==> config.mk <==
export PLATFORM = sky130hd
export DESIGN_NAME = i2s_in_arb
export DESIGN_NICKNAME = d
export VERILOG_FILES = /design/src/rtl/i2s_in_arb.sv
export SDC_FILE = /design/constraint.sdc
export NUM_CORES = 1
export LEC_CHECK = 0
export ABC_AREA = 1
export CAP_MARGIN = 20
export CORE_AREA = 2 2 319 321
export CTS_CLUSTER_SIZE = 16
export DETAILED_ROUTE_END_ITERATION = 12
export DIE_AREA = 0 0 321 323
export GPL_ROUTABILITY_DRIVEN = 0
export SLEW_MARGIN = 20
export SYNTH_ARGS = -nofsm -noshare
export SYNTH_HDL_FRONTEND = slang
export SYNTH_SLANG_ARGS = --single-unit
==> constraint.sdc <==
create_clock -name mclki -period 6.3 [get_ports mclki]
set_input_delay 0.63 -clock mclki [delete_from_list [all_inputs] [get_ports mclki]]
set_output_delay 0.63 -clock mclki [all_outputs]
set_load 0.1 [all_outputs]
==> src/rtl/i2s_in_arb.sv <==
// i2s_in_arb: round-robin merge of 16 push-only I2S lane streams into one
// back-pressured AXI-Stream, with one holding word per lane and drop flags.
// Optional feature macro: I2S_ARB_DROP_CNT_EN (per-lane 8-bit drop counters).
module i2s_in_arb #(
    parameter int unsigned CH_NUM     = 16,
    parameter int unsigned DATA_WIDTH = 32,
    parameter int unsigned IDX_WIDTH  = 4
) (
    input  logic                         mclki,
    input  logic                         arst_n,
    input  logic [CH_NUM-1:0]            s_axis_tvalid,
    input  logic [CH_NUM*DATA_WIDTH-1:0] s_axis_tdata,
    input  logic [CH_NUM-1:0]            s_axis_tlast,
    input  logic [CH_NUM-1:0]            i_enable,
    input  logic [4*CH_NUM-1:0]          i_dst_fpga_index,
    input  logic                         i_ovf_clr,
    output logic                         m_axis_tvalid,
    input  logic                         m_axis_tready,
    output logic [DATA_WIDTH-1:0]        m_axis_tdata,
    output logic                         m_axis_tlast,
    output logic [IDX_WIDTH-1:0]         m_axis_tid,
    output logic [3:0]                   m_axis_tdest,
    output logic [CH_NUM-1:0]            o_overflow,
    output logic [8*CH_NUM-1:0]          o_drop_cnt
);

    localparam int unsigned DST_W = 4;
    localparam int unsigned CNT_W = 8;

    logic [CH_NUM-1:0]     hold_vld;
    logic [CH_NUM-1:0]     hold_last;
    logic [DATA_WIDTH-1:0] hold_data [CH_NUM];
    logic [IDX_WIDTH-1:0]  rr_ptr;

    logic [DATA_WIDTH-1:0] lane_data_c [CH_NUM];
    logic [DST_W-1:0]      lane_dst_c  [CH_NUM];

    logic                  slot_free_c;
    logic                  gnt_vld_c;
    logic [IDX_WIDTH-1:0]  gnt_idx_c;
    logic [CH_NUM-1:0]     gnt_hot_c;
    logic [CH_NUM-1:0]     push_c;
    logic [CH_NUM-1:0]     cap_c;
    logic [CH_NUM-1:0]     drop_c;
    logic [IDX_WIDTH-1:0]  cand_c;
    int unsigned           cand_sum_c;

    // Unpack the flat per-lane data and destination buses
    for (genvar k = 0; k < CH_NUM; k++) begin : g_lane
        assign lane_data_c[k] = s_axis_tdata[k*DATA_WIDTH +: DATA_WIDTH];
        assign lane_dst_c[k]  = i_dst_fpga_index[k*DST_W +: DST_W];
    end

    assign slot_free_c = !m_axis_tvalid || m_axis_tready;
    assign push_c      = s_axis_tvalid & i_enable;
    // A granted lane can take a new word in the same cycle its old one leaves
    assign cap_c       = push_c & (~hold_vld | gnt_hot_c);
    assign drop_c      = push_c & hold_vld & ~gnt_hot_c;

    // Circular search for the first pending lane starting at rr_ptr
    always_comb begin
        gnt_vld_c  = 1'b0;
        gnt_idx_c  = '0;
        gnt_hot_c  = '0;
        cand_c     = '0;
        cand_sum_c = 0;
        if (slot_free_c) begin
            for (int unsigned i = 0; i < CH_NUM; i++) begin
                cand_sum_c = 32'(rr_ptr) + i;
                if (cand_sum_c >= CH_NUM) begin
                    cand_sum_c = cand_sum_c - CH_NUM;
                end
                cand_c = IDX_WIDTH'(cand_sum_c);
                if (!gnt_vld_c && hold_vld[cand_c]) begin
                    gnt_vld_c = 1'b1;
                    gnt_idx_c = cand_c;
                end
            end
        end
        if (gnt_vld_c) begin
            gnt_hot_c[gnt_idx_c] = 1'b1;
        end
    end

    // Per-lane holding buffers: capture, release on grant, flush on disable
    always_ff @(posedge mclki or negedge arst_n) begin
        if (!arst_n) begin
            hold_vld  <= '0;
            hold_last <= '0;
            for (int k = 0; k < CH_NUM; k++) begin
                hold_data[k] <= '0;
            end
        end else begin
            for (int k = 0; k < CH_NUM; k++) begin
                if (cap_c[k]) begin
                    hold_vld[k]  <= 1'b1;
                    hold_data[k] <= lane_data_c[k];
                    hold_last[k] <= s_axis_tlast[k];
                end else if (gnt_hot_c[k] || !i_enable[k]) begin
                    hold_vld[k]  <= 1'b0;
                end
            end
        end
    end

    // Output register and round-robin pointer
    always_ff @(posedge mclki or negedge arst_n) begin
        if (!arst_n) begin
            m_axis_tvalid <= 1'b0;
            m_axis_tdata  <= '0;
            m_axis_tlast  <= 1'b0;
            m_axis_tid    <= '0;
            m_axis_tdest  <= '0;
            rr_ptr        <= '0;
        end else if (gnt_vld_c) begin
            m_axis_tvalid <= 1'b1;
            m_axis_tdata  <= hold_data[gnt_idx_c];
            m_axis_tlast  <= hold_last[gnt_idx_c];
            m_axis_tid    <= gnt_idx_c;
            m_axis_tdest  <= lane_dst_c[gnt_idx_c];
            rr_ptr        <= (gnt_idx_c == IDX_WIDTH'(CH_NUM-1)) ? '0
                                                                 : gnt_idx_c + IDX_WIDTH'(1);
        end else if (m_axis_tready) begin
            m_axis_tvalid <= 1'b0;
        end
    end

    // Sticky drop flags; a new drop beats a simultaneous clear
    always_ff @(posedge mclki or negedge arst_n) begin
        if (!arst_n) begin
            o_overflow <= '0;
        end else begin
            o_overflow <= drop_c | (i_ovf_clr ? '0 : o_overflow);
        end
    end

`ifdef I2S_ARB_DROP_CNT_EN
    logic [CNT_W-1:0] drop_cnt [CH_NUM];

    // Saturating per-lane drop counters; increment on clear yields 1
    always_ff @(posedge mclki or negedge arst_n) begin
        if (!arst_n) begin
            for (int k = 0; k < CH_NUM; k++) begin
                drop_cnt[k] <= '0;
            end
        end else begin
            for (int k = 0; k < CH_NUM; k++) begin
                if (drop_c[k]) begin
                    if (i_ovf_clr) begin
                        drop_cnt[k] <= CNT_W'(1);
                    end else if (drop_cnt[k] != '1) begin
                        drop_cnt[k] <= drop_cnt[k] + CNT_W'(1);
                    end
                end else if (i_ovf_clr) begin
                    drop_cnt[k] <= '0;
                end
            end
        end
    end

    for (genvar k = 0; k < CH_NUM; k++) begin : g_cnt
        assign o_drop_cnt[k*CNT_W +: CNT_W] = drop_cnt[k];
    end
`else
    assign o_drop_cnt = '0;
`endif

endmodule

==> flow_summary.yaml <==
routing:
  first_iter_violations: 3295
  routed_wl_mm: 160
  drcViolationCount: 0
  routedWlPerCell_microns: 25.3
  viasPerCell: 5.21
  ant_nets: 0
  firstDrtPassIters: 6
  vias: 32900
timing:
  slew_violations: 0
  timing.fmax_ghz: 0.174
  rsz0062_at_grt: "false"
  setup_viol: 0
  worstMarginPinSlew_ns: 1.18
  fin_worst_skew_ns: 0.0352
  hold_violations: 10
  period_share: 0.912
  fin_setup_tns_ns: 0
  hold_slack_ns: -0.0281
  slew_headroom: 0.208
  period_minus_slack_ns: 5.75
  setup_ws_ns: 0.554
finish:
  drive_gt1_frac: 0.0679
  synthToLayoutAreaGrowth_pct: 29.7
  layout.nets: 5578
critical_path:
  worst-path-max-fanout: 55
  r2r_cells: 26
  r2r_slack_ns: 0.55
  rr_startpoint: "rr_ptr[1]$_DFFE_PN0P_"
  crit_start: "rr_ptr[1]$_DFFE_PN0P_"
  crit_type: "reg -> reg"
  rr_endpoint: "m_axis_tdata[18]$_DFFE_PN0P_"
  worstPathArrival_ns: 6.26
  startpoint_type: "register"
  critPathCaptureType: "register"
  crit_required_ns: 6.82
  crit_end: "m_axis_tdata[18]$_DFFE_PN0P_"
logic_synthesis:
  synth_top_cell_area_share: 0.455
  synthTopCellsByCount: "nand2_1, nand3_1, dfrtp_1, inv_1, o21ai_1"
  netlist_area_sq_mm: 0.0333
  ys_ff_latch: 606
  synth_cells: 4409
  yosysTopAreaCell: "dfrtp_1"
  synth_edf_count: 0
  synth_area_leaders: "dfrtp_1, nand2_1, nand3_1"
  yosysMostFrequentCell: "nand2_1"
  synth_cell_types: 38
  yosysSeqAreaShare: 0.455
  synthFlopType: "dfrtp_1"
  ys_async_sr_fraction: 1.00
  avgSynthCellArea_sq_um: 7.55
  yosysWarnings: 0
die:
  core_area_sq_mm: 0.101
  io_pins: 814
  start_util: 0.331
  std_cell_rows: 117
  fp.dieH_microns: 323
  die_area_sq_mm: 0.104
  die_w_microns: 321
place:
  hpwl_mm: 120
  dp_slack_ns: 0.682
  place.port_buffers: 685
global_route:
  antenna_found_initial: 20
  grt_max_degree: 156
  grt_util_all_layers: 0.301
  grt_overflow: 0
  grt_pass1_vias: 31800
  grt_pass1_wl_mm: 224
clock_tree:
  cts_htree_levels: 3
  cts_tree: "done"
  cts_buffer_depth: 3
  clock-sinks: 606
  cts-resized-gates: 0
  cts_hold_buffers: 0
  numCtsBuffers: 74
  root_buffer: "clkbuf_16"
  insertion_delay_ns: 0.66
  cts_setup_buffers: 0
  cts.clk_slew.worst_paths_ns: 0.06
status:
  failed_checks: "hold timing"
  status: "complete, but fails checks"
job:
  cap_viol_max_count: 0
hold_path:
  hold_class: "in -> async"
==> worst max-delay path, cell delays in order, from the launching register on <==
cell and delay, ns:
dfrtp_1 0.38, inv_1 0.27, ha_1 0.49, inv_1 0.36
nand3_1 0.19, nand3_1 0.15, nand2_1 0.09, nand2_1 0.10
nand2_2 0.11, nor2_4 0.15, nand4_2 0.15, nor2_4 0.18
nand4_4 0.13, nor2_4 0.16, nand4_2 0.15, nor2_2 0.19
nor2_1 0.09, nand3_4 0.24, nand3_4 0.17, buf_4 0.31
buf_12 0.28, nand2_1 0.09, nand3_1 0.18, nand3_1 0.30
nand3_1 0.11, nor2_1 0.41, nor2_1 0.08
==> worst min path at each step <==
stage	to	slack [ns]	cells past startpoint
final	hold_data[25]$_DFFE_PN0P_	-0.03	1
after global routing	hold_data[25]$_DFFE_PN0P_	0.02	1
after global placement	hold_data[498]$_DFFE_PN0P_	0.45	2
after floorplan	hold_data[0]$_DFFE_PN0P_	0.33	0
after CTS	hold_data[147]$_DFFE_PN0P_	0.02	1
after detailed placement	hold_data[387]$_DFFE_PN0P_	0.46	2
==> layout make-up <==
cell class / instances / area (sq um)
Multi-Input combinational cell: 3002 / 14300
Antenna cell: 17 / 42.5
Tap cell: 1309 / 1640
Fill cell: 10400 / 57500
Clock inverter: 26 / 450
Timing Repair Buffer: 762 / 7630
Inverter: 493 / 1850
Sequential cell: 606 / 15200
Clock buffer: 105 / 2150
==> flip-flops by register name, summed over array words and instances (netlist names) <==
signal / count
m_axis_tlast: 1
m_axis_tdata: 32
rr_ptr: 4
hold_data: 512
m_axis_tvalid: 1
m_axis_tid: 4
o_overflow: 16
hold_vld: 16
m_axis_tdest: 4
hold_last: 16
==> kinds of logic after synthesis <==
family                     synth area share
and+or+nand+nor                       0.320
buffers and inverters                 0.133
DFF                                   0.455
AOI/OAI and AO/OA                    0.0837
xor gates and xnor gates            0.00312
adders and majority gates           0.00413
other                              0.000113
==> metal layers <==
layer | global-route usage | up-vias | routed length [microns]
met5 | 0 | - | 36
met1 | 0.353 | 15800 | 59700
met4 | 0.175 | 6 | 10200
met3 | 0.0610 | 314 | 12100
met2 | 0.511 | 1584 | 78000
li1 | - | 15200 | -
==> stage by stage <==
| step | util | instance area, sq um | cells |
|---|---|---|---|
| finish | 0.429 | 43200 | 6320 |
| global route | 0.429 | 43200 | 6317 |
| CTS | 0.428 | 43100 | 6303 |
| detailed placement | 0.403 | 40500 | 6172 |
| global placement | 0.403 | 40500 | 6172 |
| floorplan | - | 33800 | 4536 |
==> cell usage in the layout (no fill, tap or decap), types with 2 or more instances in the layout <==
cell type	count
clkinv_16	2
buf_12	17
nand4_2	2
o21ai_1	296
nand3_1	688
nor3_1	3
diode_2	17
xnor2_1	2
clkbuf_1	14
inv_2	5
clkbuf_8	16
nand2_4	3
a21boi_0	16
nor2_4	9
clkdlybuf4s50_1	677
ha_1	11
buf_2	2
xor2_1	8
o21ai_2	84
nor2_2	3
nand3_4	3
o22ai_1	17
clkinv_2	11
nand3_2	12
bufinv_16	9
nand2_2	10
o21ai_0	41
dfrtp_1	606
a21oi_1	19
buf_4	65
conb_1	128
nand2_1	1221
nand4_1	271
nor2_1	147
clkbuf_16	75
clkinv_8	2
inv_1	482
clkinv_1	5
Power is left out: the tool's default activity adds up to more than one toggle a clock period on the data nets, which glitch-free logic cannot reach.
